==> config.mk <==
export PLATFORM = sky130hd
export DESIGN_NAME = riscv_ctrl_fsm_flat
export DESIGN_NICKNAME = d
export VERILOG_FILES = /design/src/rtl/riscv_pkg.sv /design/src/rtl/riscv_ctrl_fsm_if.sv /design/src/rtl/riscv_ctrl_decode.sv /design/src/rtl/riscv_ctrl_fsm.sv /design/src/flat_wrapper.sv
export SDC_FILE = /design/constraint.sdc
export NUM_CORES = 1
export LEC_CHECK = 0
export BUFFER_PORTS_ARGS = -buffer_cell sky130_fd_sc_hd__buf_2
export CAP_MARGIN = 20
export CORE_MARGIN = 1
export CORE_UTILIZATION = 30
export DETAILED_ROUTE_END_ITERATION = 10
export GPL_ROUTABILITY_DRIVEN = 0
export PLACE_DENSITY = 0.65
export SYNTH_ARGS = -nofsm -noshare
export SYNTH_HDL_FRONTEND = slang
export SYNTH_SLANG_ARGS = --single-unit
==> constraint.sdc <==
create_clock -name clk -period 2.3 [get_ports clk]
set_input_delay 0 -clock clk [delete_from_list [all_inputs] [get_ports clk]]
set_output_delay 0 -clock clk [all_outputs]
set_load 0.02 [all_outputs]
==> src/rtl/riscv_pkg.sv <==
// Shared definitions for the riscv_core control path.
//   - RV32I base opcode constants (OP_*)
//   - ctrl_state_e : sequencer states
//   - pc_sel_e     : PC source select (PC+4, PC+imm, (rs1+imm)&~1)
//   - wb_sel_e     : register write-back source select
//   - opc_class_e  : decoded instruction class used by the sequencer
package riscv_pkg;

  localparam logic [6:0] OP_R      = 7'h33;
  localparam logic [6:0] OP_I      = 7'h13;
  localparam logic [6:0] OP_LOAD   = 7'h03;
  localparam logic [6:0] OP_STORE  = 7'h23;
  localparam logic [6:0] OP_BRANCH = 7'h63;
  localparam logic [6:0] OP_JAL    = 7'h6F;
  localparam logic [6:0] OP_JALR   = 7'h67;
  localparam logic [6:0] OP_LUI    = 7'h37;
  localparam logic [6:0] OP_AUIPC  = 7'h17;
  localparam logic [6:0] OP_SYS    = 7'h73;

  typedef enum logic [2:0] {
    ST_FETCH,
    ST_DECODE,
    ST_EXEC,
    ST_MEM,
    ST_WB,
    ST_HALT
  } ctrl_state_e;

  typedef enum logic [1:0] {
    PC_PLUS4 = 2'b00,
    PC_IMM   = 2'b01,
    PC_JALR  = 2'b10
  } pc_sel_e;

  typedef enum logic [1:0] {
    WB_ALU = 2'b00,
    WB_MEM = 2'b01,
    WB_PC4 = 2'b10
  } wb_sel_e;

  typedef enum logic [3:0] {
    CLS_R,
    CLS_I,
    CLS_LOAD,
    CLS_STORE,
    CLS_BRANCH,
    CLS_JAL,
    CLS_JALR,
    CLS_LUI,
    CLS_AUIPC,
    CLS_SYS,
    CLS_ILLEGAL
  } opc_class_e;

endpackage

==> src/rtl/riscv_ctrl_fsm_if.sv <==
// Control bus between the sequencer (master) and the riscv_core datapath (slave).
//   opcode/funct3   : fields of the instruction register
//   branch_taken    : ALU compare result, valid in EXEC
//   ir_we, pc_we    : IR capture / PC update strobes
//   pc_sel          : 00 PC+4, 01 PC+imm, 10 (rs1+imm)&~1
//   alu_a_sel       : 0 rs1, 1 PC
//   alu_b_sel       : 0 rs2, 1 imm
//   wb_sel          : 00 ALU, 01 load data, 10 PC+4
//   rd_we           : regfile write strobe
//   mem_write_en    : data memory write strobe
interface riscv_ctrl_fsm_if;

  logic [6:0] opcode;
  logic [2:0] funct3;
  logic       branch_taken;
  logic       ir_we;
  logic       pc_we;
  logic [1:0] pc_sel;
  logic       alu_a_sel;
  logic       alu_b_sel;
  logic [1:0] wb_sel;
  logic       rd_we;
  logic       mem_write_en;

  modport master (
    input  opcode, funct3, branch_taken,
    output ir_we, pc_we, pc_sel, alu_a_sel, alu_b_sel, wb_sel, rd_we, mem_write_en
  );

  modport slave (
    output opcode, funct3, branch_taken,
    input  ir_we, pc_we, pc_sel, alu_a_sel, alu_b_sel, wb_sel, rd_we, mem_write_en
  );

endinterface

==> src/rtl/riscv_ctrl_decode.sv <==
// Combinational opcode-to-class decoder for the control sequencer.
//   opcode  : inst[6:0] from the IR
//   cls     : decoded instruction class
//   illegal : opcode is not one of the supported RV32I classes
module riscv_ctrl_decode
  import riscv_pkg::*;
(
  input  logic [6:0] opcode,
  output opc_class_e cls,
  output logic       illegal
);

  always_comb begin
    cls = CLS_ILLEGAL;
    unique case (opcode)
      OP_R:      cls = CLS_R;
      OP_I:      cls = CLS_I;
      OP_LOAD:   cls = CLS_LOAD;
      OP_STORE:  cls = CLS_STORE;
      OP_BRANCH: cls = CLS_BRANCH;
      OP_JAL:    cls = CLS_JAL;
      OP_JALR:   cls = CLS_JALR;
      OP_LUI:    cls = CLS_LUI;
      OP_AUIPC:  cls = CLS_AUIPC;
      OP_SYS:    cls = CLS_SYS;
      default:   cls = CLS_ILLEGAL;
    endcase
    illegal = (cls == CLS_ILLEGAL);
  end

endmodule

==> src/rtl/riscv_ctrl_fsm.sv <==
// Multi-cycle control sequencer for riscv_core: FETCH/DECODE/EXEC/MEM/WB with a
// sticky HALT on ECALL/illegal opcode.
//   clk, rst_b   : clock; synchronous active-high reset (rst_b=1 resets)
//   bus          : control bus (master modport), see riscv_ctrl_fsm_if
//   retire       : one-cycle pulse per completed instruction
//   illegal      : sticky, halted on unknown opcode
//   halted       : sticky halt
//   cycle_cnt    : cycle counter   (RISCV_CTRL_PERF_CNT_EN, else 0)
//   instret_cnt  : retire counter  (RISCV_CTRL_PERF_CNT_EN, else 0)
// Optional feature macro: RISCV_CTRL_PERF_CNT_EN
module riscv_ctrl_fsm
  import riscv_pkg::*;
#(
  parameter int unsigned FETCH_LAT = 1,
  parameter int unsigned MEM_LAT   = 1,
  parameter int unsigned CNT_W     = 32
) (
  input  logic                  clk,
  input  logic                  rst_b,
  riscv_ctrl_fsm_if.master      bus,
  output logic                  retire,
  output logic                  illegal,
  output logic                  halted,
  output logic [CNT_W-1:0]      cycle_cnt,
  output logic [CNT_W-1:0]      instret_cnt
);

  localparam int unsigned LAT_MAX = (FETCH_LAT > MEM_LAT) ? FETCH_LAT : MEM_LAT;
  localparam int unsigned WCNT_W  = $clog2(LAT_MAX + 1);
  localparam logic [WCNT_W-1:0] FETCH_LAST = WCNT_W'(FETCH_LAT - 1);
  localparam logic [WCNT_W-1:0] MEM_LAST   = WCNT_W'(MEM_LAT - 1);

  ctrl_state_e       state_q, state_d;
  logic [WCNT_W-1:0] wcnt_q, wcnt_d;
  logic              illegal_q, illegal_d;

  opc_class_e cls;
  logic       dec_illegal;

  logic       ir_we, pc_we, alu_a_sel, alu_b_sel, rd_we, mem_write_en, retire_c;
  logic [1:0] pc_sel, wb_sel;

  // funct3 only matters to the datapath (access width, compare type).
  logic unused_funct3;
  assign unused_funct3 = ^bus.funct3;

  riscv_ctrl_decode u_decode (
    .opcode  (bus.opcode),
    .cls     (cls),
    .illegal (dec_illegal)
  );

  always_ff @(posedge clk) begin
    if (rst_b) begin
      state_q   <= ST_FETCH;
      wcnt_q    <= '0;
      illegal_q <= 1'b0;
    end else begin
      state_q   <= state_d;
      wcnt_q    <= wcnt_d;
      illegal_q <= illegal_d;
    end
  end

  // wcnt counts up from 0 inside FETCH/MEM; every other state leaves it at 0,
  // so entering FETCH or MEM always starts from a fresh count.
  always_comb begin
    state_d      = state_q;
    wcnt_d       = '0;
    illegal_d    = illegal_q;
    ir_we        = 1'b0;
    pc_we        = 1'b0;
    pc_sel       = PC_PLUS4;
    alu_a_sel    = 1'b0;
    alu_b_sel    = 1'b0;
    wb_sel       = WB_ALU;
    rd_we        = 1'b0;
    mem_write_en = 1'b0;
    retire_c     = 1'b0;

    unique case (state_q)
      ST_FETCH: begin
        if (wcnt_q == FETCH_LAST) begin
          ir_we   = 1'b1;
          state_d = ST_DECODE;
        end else begin
          wcnt_d = wcnt_q + WCNT_W'(1);
        end
      end

      ST_DECODE: begin
        if (dec_illegal) begin
          illegal_d = 1'b1;
          state_d   = ST_HALT;
        end else if (cls == CLS_SYS) begin
          state_d = ST_HALT;
        end else begin
          state_d = ST_EXEC;
        end
      end

      ST_EXEC: begin
        unique case (cls)
          CLS_R: ;
          CLS_I, CLS_LOAD, CLS_STORE, CLS_JALR: alu_b_sel = 1'b1;
          CLS_AUIPC, CLS_JAL, CLS_BRANCH: begin
            alu_a_sel = 1'b1;
            alu_b_sel = 1'b1;
          end
          CLS_LUI: alu_b_sel = 1'b1;
          default: ;
        endcase
        if (cls == CLS_BRANCH) begin
          pc_we    = 1'b1;
          pc_sel   = bus.branch_taken ? PC_IMM : PC_PLUS4;
          retire_c = 1'b1;
          state_d  = ST_FETCH;
        end else if (cls == CLS_LOAD || cls == CLS_STORE) begin
          state_d = ST_MEM;
        end else begin
          state_d = ST_WB;
        end
      end

      ST_MEM: begin
        alu_b_sel = 1'b1;
        if (cls == CLS_STORE && wcnt_q == '0) mem_write_en = 1'b1;
        if (wcnt_q == MEM_LAST) begin
          if (cls == CLS_STORE) begin
            pc_we    = 1'b1;
            retire_c = 1'b1;
            state_d  = ST_FETCH;
          end else begin
            state_d = ST_WB;
          end
        end else begin
          wcnt_d = wcnt_q + WCNT_W'(1);
        end
      end

      ST_WB: begin
        rd_we    = 1'b1;
        pc_we    = 1'b1;
        retire_c = 1'b1;
        state_d  = ST_FETCH;
        unique case (cls)
          CLS_LOAD: wb_sel = WB_MEM;
          CLS_JAL: begin
            wb_sel = WB_PC4;
            pc_sel = PC_IMM;
          end
          CLS_JALR: begin
            wb_sel = WB_PC4;
            pc_sel = PC_JALR;
          end
          default: ;
        endcase
      end

      ST_HALT: ;

      default: state_d = ST_FETCH;
    endcase

    // Outputs are state-decoded, so mask them while reset is held; otherwise
    // FETCH with FETCH_LAT=1 would strobe ir_we during reset.
    if (rst_b) begin
      ir_we        = 1'b0;
      pc_we        = 1'b0;
      pc_sel       = PC_PLUS4;
      alu_a_sel    = 1'b0;
      alu_b_sel    = 1'b0;
      wb_sel       = WB_ALU;
      rd_we        = 1'b0;
      mem_write_en = 1'b0;
      retire_c     = 1'b0;
    end
  end

  assign bus.ir_we        = ir_we;
  assign bus.pc_we        = pc_we;
  assign bus.pc_sel       = pc_sel;
  assign bus.alu_a_sel    = alu_a_sel;
  assign bus.alu_b_sel    = alu_b_sel;
  assign bus.wb_sel       = wb_sel;
  assign bus.rd_we        = rd_we;
  assign bus.mem_write_en = mem_write_en;
  assign retire           = retire_c;
  assign illegal          = illegal_q;
  assign halted           = (state_q == ST_HALT);

`ifdef RISCV_CTRL_PERF_CNT_EN
  logic [CNT_W-1:0] cycle_cnt_q, cycle_cnt_d;
  logic [CNT_W-1:0] instret_cnt_q, instret_cnt_d;

  always_comb begin
    cycle_cnt_d   = cycle_cnt_q;
    instret_cnt_d = instret_cnt_q;
    if (state_q != ST_HALT) cycle_cnt_d = cycle_cnt_q + CNT_W'(1);
    if (retire_c)           instret_cnt_d = instret_cnt_q + CNT_W'(1);
  end

  always_ff @(posedge clk) begin
    if (rst_b) begin
      cycle_cnt_q   <= '0;
      instret_cnt_q <= '0;
    end else begin
      cycle_cnt_q   <= cycle_cnt_d;
      instret_cnt_q <= instret_cnt_d;
    end
  end

  assign cycle_cnt   = cycle_cnt_q;
  assign instret_cnt = instret_cnt_q;
`else
  assign cycle_cnt   = '0;
  assign instret_cnt = '0;
`endif

endmodule

==> src/flat_wrapper.sv <==
// flat-port wrapper written by rule: the top's interface ports become plain ports
module riscv_ctrl_fsm_flat import riscv_pkg::*;
#(
  parameter int unsigned FETCH_LAT = 1,
  parameter int unsigned MEM_LAT   = 1,
  parameter int unsigned CNT_W     = 32
)
  (clk, rst_b, retire, illegal, halted, cycle_cnt, instret_cnt, bus_opcode, bus_funct3, bus_branch_taken, bus_ir_we, bus_pc_we, bus_pc_sel, bus_alu_a_sel, bus_alu_b_sel, bus_wb_sel, bus_rd_we, bus_mem_write_en);
  riscv_ctrl_fsm_if bus_i ();
  input  logic clk;
  input  logic rst_b;
  output logic retire;
  output logic illegal;
  output logic halted;
  output logic [CNT_W-1:0] cycle_cnt;
  output logic [CNT_W-1:0] instret_cnt;
  input wire logic [$bits(bus_i.opcode)-1:0] bus_opcode;
  input wire logic [$bits(bus_i.funct3)-1:0] bus_funct3;
  input wire logic [$bits(bus_i.branch_taken)-1:0] bus_branch_taken;
  output wire logic [$bits(bus_i.ir_we)-1:0] bus_ir_we;
  output wire logic [$bits(bus_i.pc_we)-1:0] bus_pc_we;
  output wire logic [$bits(bus_i.pc_sel)-1:0] bus_pc_sel;
  output wire logic [$bits(bus_i.alu_a_sel)-1:0] bus_alu_a_sel;
  output wire logic [$bits(bus_i.alu_b_sel)-1:0] bus_alu_b_sel;
  output wire logic [$bits(bus_i.wb_sel)-1:0] bus_wb_sel;
  output wire logic [$bits(bus_i.rd_we)-1:0] bus_rd_we;
  output wire logic [$bits(bus_i.mem_write_en)-1:0] bus_mem_write_en;
  assign bus_i.opcode = bus_opcode;
  assign bus_i.funct3 = bus_funct3;
  assign bus_i.branch_taken = bus_branch_taken;
  assign bus_ir_we = bus_i.ir_we;
  assign bus_pc_we = bus_i.pc_we;
  assign bus_pc_sel = bus_i.pc_sel;
  assign bus_alu_a_sel = bus_i.alu_a_sel;
  assign bus_alu_b_sel = bus_i.alu_b_sel;
  assign bus_wb_sel = bus_i.wb_sel;
  assign bus_rd_we = bus_i.rd_we;
  assign bus_mem_write_en = bus_i.mem_write_en;
  riscv_ctrl_fsm #(.FETCH_LAT(FETCH_LAT), .MEM_LAT(MEM_LAT), .CNT_W(CNT_W)) u_core (.clk(clk), .rst_b(rst_b), .bus(bus_i), .retire(retire), .illegal(illegal), .halted(halted), .cycle_cnt(cycle_cnt), .instret_cnt(instret_cnt));
endmodule
* Word level (Yosys, flattened, before mapping) *
Index checks and enable logic that the tools add are counted.

operators by class
  reduce and logical (&&, ||, !) cells = 10
  muxes and demuxes = 36
  add/sub/neg operators = 1
  eq/ne operators = 27
  bitwise gates (word level) = 3

operators with widths
  kind                number
  $pmux 4 s10         1
  $eq 7x7->1 const B  4
  $eq 7x6->1 const B  3
  $mux 3              7
  $mux 1              18
  $eq 4x3->1 const B  4
  $pmux 3 s5          1
  $eq 7x5->1 const B  2
  $eq 4x4->1 const B  3
  $pmux 2 s2          3
  $eq 4x2->1 const B  2
  $mux 2              4
  $reduce_or 8->1     1
  $eq 7x2->1 const B  1
  $eq 3x2->1 const B  2
  $eq 3x3->1 const B  2
  $reduce_or 3->1     2
  $eq 4x1->1 const B  1
  $ne 2x2->1 const B  2
  $reduce_or 2->1     2
  $eq 3x1->1 const B  1
  $logic_not 3->1     1
  $not 1->1           3
  $pmux 1 s3          1
  other kinds (6)     6

word-level totals
  flip-flop bits (word level) = 5
  output and inout port bits = 77

* Depth between registers and ports, before layout *
Gate-level depths: netlist of run 1.

  depth after elaboration = 7
  depth in mapped cells = 6

* Hierarchy *
Synthesis of run 1 repeated with hierarchy kept, for this count alone.

second synthesis, totals
  cells, all modules = 157
  area total of the unflattened synthesis = 1173.6 um2

by module, submodules not included
  module             area an instance (um2)  times used  cells each  seq. area each (um2)
  riscv_ctrl_fsm     975.9                   1           126         100.1
  riscv_ctrl_decode  197.7                   1           31          0.0

* Worst setup path after synthesis of run 1 *
No wires, ideal clock.

  kind = register -> output
  start = register u_core.state_q[1]
  end = output bus_wb_sel[1]
  arrival time = 1837 ps
  path slack = 463 ps
  required time = 2300 ps
  cell stages (with the launch flop) = 6
  path through = dfxtp_1 -> buf_4 -> nor4b_4 -> nand2_2 -> nor4b_2 -> o21bai_1

on the way
  word-level cells in the longest chain between the ends = 3

RTL lines
  what                    RTL line               source
  start, declared         riscv_ctrl_fsm.sv:33   ctrl_state_e state_q, state_d;
  start signal, assigned  riscv_ctrl_fsm.sv:59   state_q <= state_d;
  $eq 3x3->1              riscv_ctrl_fsm.sv:81   unique case (state_q)
  $mux 2                  riscv_ctrl_fsm.sv:81
  $mux 2                  riscv_ctrl_fsm.sv:167  if (rst_b) begin
  end, declared           flat_wrapper.sv:25     output wire logic [$bits(bus_i.wb_sel)-1:0] bus_wb_sel;

No other way between the ends.

* Final worst setup path of run 1 *
  start = register u_core.state_q[0]
  end = output retire

on the way
  word-level cells in the longest chain between the ends = 3
  elaborated cells between the ends (all ways) = 5
  classes of those cells = eq/ne (3); mux (2)

RTL lines
  what                                             RTL line               source
  $eq 3x3->1 / $eq 3x2->1 (equally long branches)  riscv_ctrl_fsm.sv:81
  $pmux 1 s3 (*)                                   riscv_ctrl_fsm.sv:81
  $mux 1 (*)                                       riscv_ctrl_fsm.sv:167
  end, declared                                    flat_wrapper.sv:12     output logic retire;

Mark *: on every way between the ends. The rest lies on a longest branch, timed or not.

==> impl_metrics.json, run 1 <==
{
  "crit_path_max_fanout": 9,
  "combPwrFrac_pct": 40.0,
  "clockPowerShare_pct": 36.4,
  "skew_ns": 0.0006145,
  "clockBufferDepth": 2,
  "finalSetupTns_ns": 0,
  "r2r_setup_slack_ns": 0.99,
  "fp.dieH_microns": 63.27,
  "ys_types": 46,
  "drc_errors": 0,
  "hp-class": "primary input to register",
  "setup_viol": 0,
  "cts.repair.resized": 0,
  "drv_cap": 0,
  "power_switching_uw": 193.5,
  "clk_transition_reported_paths_ns": 0.03,
  "synth_cells": 151,
  "areaGrowthSynthToFinish_pct": -7.333,
  "endpoint_kind": "output port",
  "finalMaxSlewViolations": 0,
  "syn_area_sq_um": 1126,
  "totalWireLength_mm": 1.972,
  "io_buffers": 22,
  "num_vias": 865,
  "via_per_inst": 4.005,
  "hold_viol_final": 0,
  "finish.utilization_pct": 30.09,
  "netlist.area_leader.share_pct": 44.67,
  "core_sq_um": 3468,
  "diodes": 0,
  "postCtsSetupRepairBufs": 0,
  "yosysTopAreaCell": "buf_4",
  "first_pass_iters": 4,
  "finalNetCount": 184,
  "cts_hold_buf": 0,
  "synth_seq_area_share_pct": 8.889,
  "grt_pass1_vias": 632,
  "io_pins": 90,
  "rows": 21,
  "crit_end": "retire",
  "switching_share_pct": 44.21,
  "intPower_uw": 244.3,
  "clkLatencyLatePin_ns": 0.22,
  "cts.sinks": 5,
  "synth_flop_cell": "dfxtp_1",
  "crit_path_start": "u_core.state_q[0]",
  "required_ns": 2.30,
  "synthArstFlopShare_pct": 0,
  "numCtsBuffers": 3,
  "fmax_mhz": 521.7,
  "root_buffer": "clkbuf_8",
  "grt_max_degree": 15,
  "ir_drop_v": 0.0002168,
  "synth_seq_cells": 5,
  "worstReg2RegStart": "u_core.state_q[1]",
  "place_hpwl_mm": 1.603,
  "antenna_found_initial": 0,
  "yosysWarnings": 0,
  "arrival_ns": 1.92,
  "period_needed_ns": 1.917,
  "die_w_microns": 63.27,
  "cts_tree": "yes",
  "finalCritPeriodShare_pct": 83.34,
  "run_status": "completed",
  "dieArea_sq_um": 4002,
  "drtAntennaViolNets": 0,
  "leakagePower_uw": 0.0005307,
  "wl_per_cell_microns": 9.130,
  "synth-edff-count": 0,
  "crit_type": "register to output port",
  "start_util_pct": 32.47,
  "power.density_nw_per_um2": 419.6,
  "ys_top_cells_by_area": "buf_4 45%, dfxtp_1 8.9%, nor2_1 3.3%",
  "grt_pass1_wl_mm": 3.049,
  "drive_gt1_share_pct": 18.82,
  "timing.rr.end": "u_core.state_q[2]",
  "rsz0062_at_grt": "false",
  "avgSynthCellArea_sq_um": 7.457,
  "holdWs_ns": 0.06975,
  "r2r_cells": 4,
  "p_seq_share_pct": 23.5,
  "gr-usage-all-layers_pct": 9.493,
  "htree_levels": 1,
  "grt_overflow": 0,
  "drt-initial-drc-count": 16,
  "startpoint_type": "register"
}
==> cells by family (layout without fill, tap and decap cells) <==
| kind of cell | Yosys count | after routing | synth area share [%] |
|---|---|---|---|
| flops | 5 | 5 | 8.889 |
| simple gates | 41 | 41 | 22.44 |
| compound gates | 26 | 26 | 18.00 |
| other cells | 1 | 65 | 0.3330 |
| xor+xnor | 1 | 1 | 0.7779 |
| buf+inv | 77 | 32 | 49.56 |
==> routing by layer <==
metal  global-route usage, %  wire length (microns)  vias to the layer above
li1                        -                      -                      427
met1                   12.99                    896                      379
met2                   14.38                    910                       57
met3                   2.717                    151                        2
met4                   2.557                     14                        0
met5                       0                      0                        -
==> Yosys cell counts (2+ instances only) <==
| library cell | n |
|---|---|
| a21o_1 | 2 |
| nand3_1 | 5 |
| buf_2 | 2 |
| and2_1 | 2 |
| nor2_1 | 10 |
| nand4_1 | 2 |
| a21oi_1 | 4 |
| nor4_1 | 2 |
| dfxtp_1 | 5 |
| buf_6 | 2 |
| a211oi_1 | 2 |
| inv_1 | 5 |
| buf_4 | 67 |
| nor3_1 | 2 |
| nand2b_1 | 3 |
| nand2_1 | 6 |
==> worst max-delay path: stages (launching register included) <==
cell and delay, ns:
dfxtp_1 0.54, inv_2 0.13, or4_1 0.56, o22ai_1 0.16, a21o_1 0.14, buf_2 0.16
==> final cells by class <==
type | instances | area (sq um)
multi-input cells | 133 | 708.2
flip-flops and latches | 5 | 100.1
well taps | 46 | 57.56
clock buffers | 4 | 45.04
repair buffers | 22 | 110.1
inverters | 6 | 22.52
fillers | 415 | 2425
==> how the worst min path moves through the flow <==
stage / startpoint / cells past startpoint / slack (ns) / end
6_report: rst_b / 2 / 0.07 / u_core.state_q[0]
5_1_grt: rst_b / 2 / 0.08 / u_core.state_q[0]
4_1_cts: rst_b / 2 / 0.07 / u_core.state_q[0]
3_5_place_dp: rst_b / 2 / 0.31 / u_core.state_q[0]
3_3_place_gp: rst_b / 2 / 0.30 / u_core.state_q[0]
2_1_floorplan: rst_b / 1 / 0.05 / bus_rd_we
==> power groups by stage <==
stage          Combinational, uW  Sequential, uW  Clock, uW
5_1_grt                      190             104        174
3_3_place_gp                 173             104          0
2_1_floorplan                240             101          0
3_5_place_dp                 173             104          0
4_1_cts                      174             103        164
6_report                     175             103        160
==> state kept, by name, summed over array words and instances (netlist names) <==
register / cells
u_core.state_q: 3
u_core.illegal: 1
u_core.wcnt_q: 1
==> layout by cell type, fill, tap and decap left out, types with 3 or more instances in the layout <==
cell / count
a21oi_1: 4
buf_2: 22
nand3_1: 5
nor2_1: 10
dfxtp_1: 5
nand2_1: 6
nand2b_1: 3
clkbuf_8: 3
inv_1: 5
conb_1: 65
==> through the flow <==
stage | total power [uW] | cells | area (sq um) | worst slack [ns]
final | 437.8 | 216 | 1044 | 0.3831
after global routing | 468.7 | 216 | 1044 | 0.2892
after CTS | 440.8 | 216 | 1044 | 0.3772
after detailed placement | 277.7 | 212 | 998.5 | 0.6262
after global placement | 276.9 | 212 | 998.5 | 0.6163
after floorplan | 340.9 | 215 | 1366 | 0.4627
(Power assumes the default switching activity.)
==> run 2, diff against run 1 <==
--- a/config.mk
+++ b/config.mk
@@ -11,7 +11,7 @@
 export CORE_UTILIZATION = 30
 export DETAILED_ROUTE_END_ITERATION = 10
 export GPL_ROUTABILITY_DRIVEN = 0
-export PLACE_DENSITY = 0.65
+export PLACE_DENSITY = 0.68
 export SYNTH_ARGS = -nofsm -noshare
 export SYNTH_HDL_FRONTEND = slang
 export SYNTH_SLANG_ARGS = --single-unit
==> constraint.sdc (replaced) <==
create_clock -name clk -period 1.7 [get_ports clk]
set_input_delay 0 -clock clk [delete_from_list [all_inputs] [get_ports clk]]
set_output_delay 0 -clock clk [all_outputs]
set_load 0.02 [all_outputs]
==> run 2 against run 1 <==
Compared with the run above:
- clock-buffer cell count stayed put
- non-clock buffer count is 5 higher
- clock skew is 0.0038 ns higher
- critical endpoint is now bus_pc_we
- routed wire length is 4.3% higher
- sequential power is 30% higher
- clock power is 37% higher
- combinational power is 46% higher
- die area stayed put
==> impl_metrics.json, run 2 (synthesized netlist as in run 1, its figures left out) <==
{
  "drtAntennaViolNets": 0,
  "finalNonFillerCells": 221,
  "root_buffer": "clkbuf_8",
  "clk_transition_reported_paths_ns": 0.04,
  "finalNetCount": 189,
  "die_w_microns": 63.27,
  "power.density_nw_per_um2": 549.7,
  "first_pass_iters": 4,
  "drive_gt1_share_pct": 22.86,
  "p_total_uw": 608.0,
  "finalCritPeriodShare_pct": 98.81,
  "holdWs_ns": 0.06092,
  "numCtsBuffers": 3,
  "postCtsSetupRepairBufs": 0,
  "areaGrowthSynthToFinish_pct": -1.778,
  "period_needed_ns": 1.680,
  "totalWireLength_mm": 2.056,
  "clockBufferDepth": 2,
  "largest_register_ffs": 3,
  "via_per_inst": 4.122,
  "grt_pass1_wl_mm": 3.208,
  "setup_viol": 0,
  "cts_tree": "yes",
  "core_sq_um": 3468,
  "place_hpwl_mm": 1.717,
  "diodes": 0,
  "dieArea_sq_um": 4002,
  "startpoint_type": "register",
  "skew_ns": 0.004463,
  "mostFrequentLayoutCell": "conb_1",
  "crit_path_max_fanout": 7,
  "io_pins": 90,
  "rsz0062_at_grt": "true",
  "ir_drop_v": 0.0002199,
  "antenna_found_initial": 0,
  "hp-class": "primary input to register",
  "drc_errors": 0,
  "leakagePower_uw": 0.0005692,
  "grt_max_degree": 15,
  "cts_hold_buf": 0,
  "mostFrequentLayoutCells": "65 x conb_1, 20 x buf_2, 10 x nor2_1",
  "num_vias": 911,
  "largest-register": "u_core.state_q",
  "run_status": "completed",
  "drv_cap": 0,
  "finalMaxSlewViolations": 0,
  "wl_per_cell_microns": 9.303,
  "grt_overflow": 0,
  "arrival_ns": 1.68,
  "htree_levels": 1,
  "required_ns": 1.70,
  "clkLatencyLatePin_ns": 0.22,
  "gr-usage-all-layers_pct": 9.981,
  "fp.dieH_microns": 63.27,
  "io_buffers": 22,
  "endpoint_kind": "output port",
  "hold_viol_final": 0,
  "post-place-cells": 217,
  "grt_pass1_vias": 682,
  "start_util_pct": 32.47,
  "rows": 21,
  "fmax_mhz": 595.3,
  "cts.sinks": 5,
  "crit_type": "register to output port",
  "drt-initial-drc-count": 43
}
run 2: cell types whose count changed in the layout (fill, tap and decap cells not counted):
cell and change:
buf_4 +7, or4_4 +1, o21bai_1 -1, buf_2 -2
nor4b_2 -1, dfxtp_1 -1, nor4b_4 +1, or4_1 -1
o21bai_2 +1, dfxtp_4 +1
run 2: metal layers:
| metal | global-route usage (%) | vias to the layer above | share of wire, % |
|---|---|---|---|
| met2 | 14.78 | 61 | 45 |
| met5 | 0 | - | 0 |
| met4 | 1.705 | 0 | 0 |
| met3 | 2.899 | 0 | 9.4 |
| met1 | 14.27 | 413 | 46 |
| li1 | - | 437 | - |
run 2: path summary, 6_finish.rpt:
check	slack [ns]	startpoint	cells past startpoint	to
setup reg to reg	0.47	u_core.state_q[2]	4	u_core.illegal
hold / removal	0.06	rst_b	2	u_core.state_q[0]
hold reg to reg	0.46	u_core.illegal	1	u_core.illegal
setup / recovery	0.02	u_core.state_q[0]	5	bus_pc_we
run 2: repair_timing:
action | in CTS | in global routing
setup endpoints to repair | 2 | 2
pin swaps | 0 | 2
gates resized for setup | 1 | 4
run 2: power breakdown:
| group | internal, uW | total (uW) | switching [uW] |
|---|---|---|---|
| Clock | 161 | 219 | 58.5 |
| Sequential | 126 | 134 | 7.30 |
| Combinational | 50.9 | 255 | 204 |
| Total | 338 | 608 | 270 |
run 2: critical path, cell delays in order, from the launching register on:
cell and delay (ns):
dfxtp_4 0.36, inv_2 0.07, or4_4 0.54, o22ai_1 0.19, a21o_1 0.16, buf_4 0.14
run 2: stage by stage:
stage | TNS, ns | setup WS (ns) | cell area [sq um] | util [%]
global placement | 0 | 0.2274 | 1049 | 30.23
CTS | 0 | 0.01121 | 1095 | 31.57
detailed placement | 0 | 0.2028 | 1049 | 30.23
finish | 0 | 0.02022 | 1106 | 31.89
global route | -0.04493 | -0.02453 | 1106 | 31.89
floorplan | 0 | 0.03403 | 1379 | -
run 2: area by class of cell:
| cell class | count | area (sq um) |
|---|---|---|
| Tap cell | 46 | 57.56 |
| Sequential cell | 5 | 103.9 |
| Clock buffer | 4 | 45.04 |
| Multi-Input combinational cell | 133 | 724.4 |
| Timing Repair Buffer | 27 | 152.6 |
| Inverter | 6 | 22.52 |
| Fill cell | 387 | 2362 |
==> run 3, diff against run 2 <==
--- a/config.mk
+++ b/config.mk
@@ -5,7 +5,7 @@
 export SDC_FILE = /design/constraint.sdc
 export NUM_CORES = 1
 export LEC_CHECK = 0
-export BUFFER_PORTS_ARGS = -buffer_cell sky130_fd_sc_hd__buf_2
+export BUFFER_PORTS_ARGS = -buffer_cell sky130_fd_sc_hd__clkbuf_2
 export CAP_MARGIN = 20
 export CORE_MARGIN = 1
 export CORE_UTILIZATION = 30
==> run 3 against run 2 <==
Compared with the run above:
- sequential power is essentially flat
- clock-buffer cell count is the same
- via count fell by 0.22%
- power grew 1.0%
- global-route usage down 0.56 points
- routed wire length grew 2.7%
- critical path type unchanged
- largest cell class unchanged
- largest power group unchanged
==> impl_metrics.json, run 3 (synthesized netlist as in run 1, its figures left out) <==
{
  "leakagePower_uw": 0.0005734,
  "crit_type": "register to output port",
  "first_pass_iters": 4,
  "setup_viol": 0,
  "antenna_found_initial": 0,
  "skew_ns": 0.0001639,
  "rows": 21,
  "finalCritPeriodShare_pct": 96.44,
  "areaGrowthSynthToFinish_pct": 0.9999,
  "n_fill_cell": 397,
  "critical_path.slowest_cell": "or4_4",
  "cts_hold_buf": 0,
  "crit_path_start": "u_core.state_q[0]",
  "required_ns": 1.70,
  "core_sq_um": 3468,
  "drc_errors": 0,
  "totalWireLength_mm": 2.111,
  "max_stage_delay_ns": 0.53,
  "largest_register_ffs": 3,
  "holdWs_ns": 0.08030,
  "largest-register": "u_core.state_q",
  "gr-usage-all-layers_pct": 9.418,
  "start_util_pct": 32.47,
  "finalMaxSlewViolations": 0,
  "place_hpwl_mm": 1.676,
  "cts.sinks": 5,
  "via_per_inst": 4.076,
  "drt-initial-drc-count": 31,
  "run_status": "completed",
  "clkLatencyLatePin_ns": 0.22,
  "root_buffer": "clkbuf_8",
  "arrival_ns": 1.64,
  "fp.dieH_microns": 63.27,
  "hold_start": "rst_b",
  "clockBufferDepth": 2,
  "fmax_mhz": 610.0,
  "grt_pass1_vias": 655,
  "finalNonFillerCells": 223,
  "grt_overflow": 0,
  "grt_max_degree": 15,
  "die_w_microns": 63.27,
  "drtAntennaViolNets": 0,
  "drive_gt1_share_pct": 24.29,
  "mostFrequentLayoutCells": "65 x conb_1, 20 x clkbuf_2, 10 x nor2_1",
  "ir_drop_v": 0.0001734,
  "crit_path_max_fanout": 4,
  "power.density_nw_per_um2": 540.1,
  "hp-class": "primary input to register",
  "finish.utilization_pct": 32.79,
  "fin_area_sq_um": 1137,
  "crit_buf_inv": 2,
  "cts_tree": "yes",
  "setup_slack_ns": 0.06056,
  "worstReg2RegStart": "u_core.state_q[2]",
  "period_needed_ns": 1.639,
  "wl_per_cell_microns": 9.466,
  "grt_pass1_wl_mm": 3.084,
  "io_pins": 90,
  "clk_transition_reported_paths_ns": 0.04,
  "hold_viol_final": 0,
  "num_vias": 909,
  "io_buffers": 22,
  "dieArea_sq_um": 4002,
  "finalNetCount": 191,
  "post-place-cells": 217,
  "htree_levels": 1,
  "diodes": 0,
  "placed_area_sq_um": 1049,
  "startpoint_type": "register",
  "endpoint_kind": "output port",
  "critPathTopFamily": "simple AND/OR/NAND/NOR gates",
  "numCtsBuffers": 3,
  "pre_cts_ws_ns": 0.2027,
  "drv_cap": 0,
  "mostFrequentLayoutCell": "conb_1",
  "worstPathCellList": "inv_4 -> or4_4 -> o22ai_2 -> a21o_1 -> buf_6"
}
## run 3: changes by cell type in the layout (fill, tap and decap cells not counted)
cell,before,now
buf_2,20,0
inv_4,0,1
buf_6,0,2
clkbuf_2,0,20
o22ai_2,0,1
inv_2,1,0
o22ai_1,1,0
## run 3: timing repair
| item | in CTS | in global routing |
|---|---|---|
| setup endpoints to repair | 2 | 2 |
| resized for setup | 1 | 10 |
| pin swaps | 0 | 2 |
| buffers inserted | 0 | 2 |
## run 3: path summary, 6_finish.rpt
kind / to / slack, ns / cells after the start
max: bus_pc_we / 0.06 / 5
max reg2reg: u_core.illegal / 0.49 / 4
min: u_core.state_q[0] / 0.08 / 2
min reg2reg: u_core.illegal / 0.46 / 1
## run 3: power by group
group          switching, uW  internal (uW)  leakage [uW]
registers               8.02            126     0.0000419
clock network           55.5            161     0.0000228
logic                    207           57.0      0.000509
total                    270            344      0.000573
## run 3: cell type report
cell class              instances  area (sq um)  share of cell area (%)
well taps                      46         57.56                   5.061
clock buffers                   4         45.04                   3.960
repair buffers                 29         175.2                   15.40
inverters                       6         25.02                   2.200
multi-input cells             133         730.7                   64.25
flip-flops and latches          5         103.9                   9.131
## run 3: routing by layer
| layer | vias to the layer above | GRT usage, % | share of wire (%) |
|---|---|---|---|
| met2 | 53 | 13.31 | 46 |
| met1 | 413 | 14.61 | 46 |
| met5 | - | 0 | 0 |
| met3 | 0 | 1.630 | 7.2 |
| li1 | 443 | - | - |
| met4 | 0 | 1.705 | 0 |
## run 3: stage by stage
stage | TNS (ns) | power (uW)
2_1_floorplan | 0 | 463.0
3_3_place_gp | 0 | 383.9
3_5_place_dp | 0 | 385.2
4_1_cts | 0 | 608.2
5_1_grt | -0.02794 | 654.6
6_report | 0 | 614.3
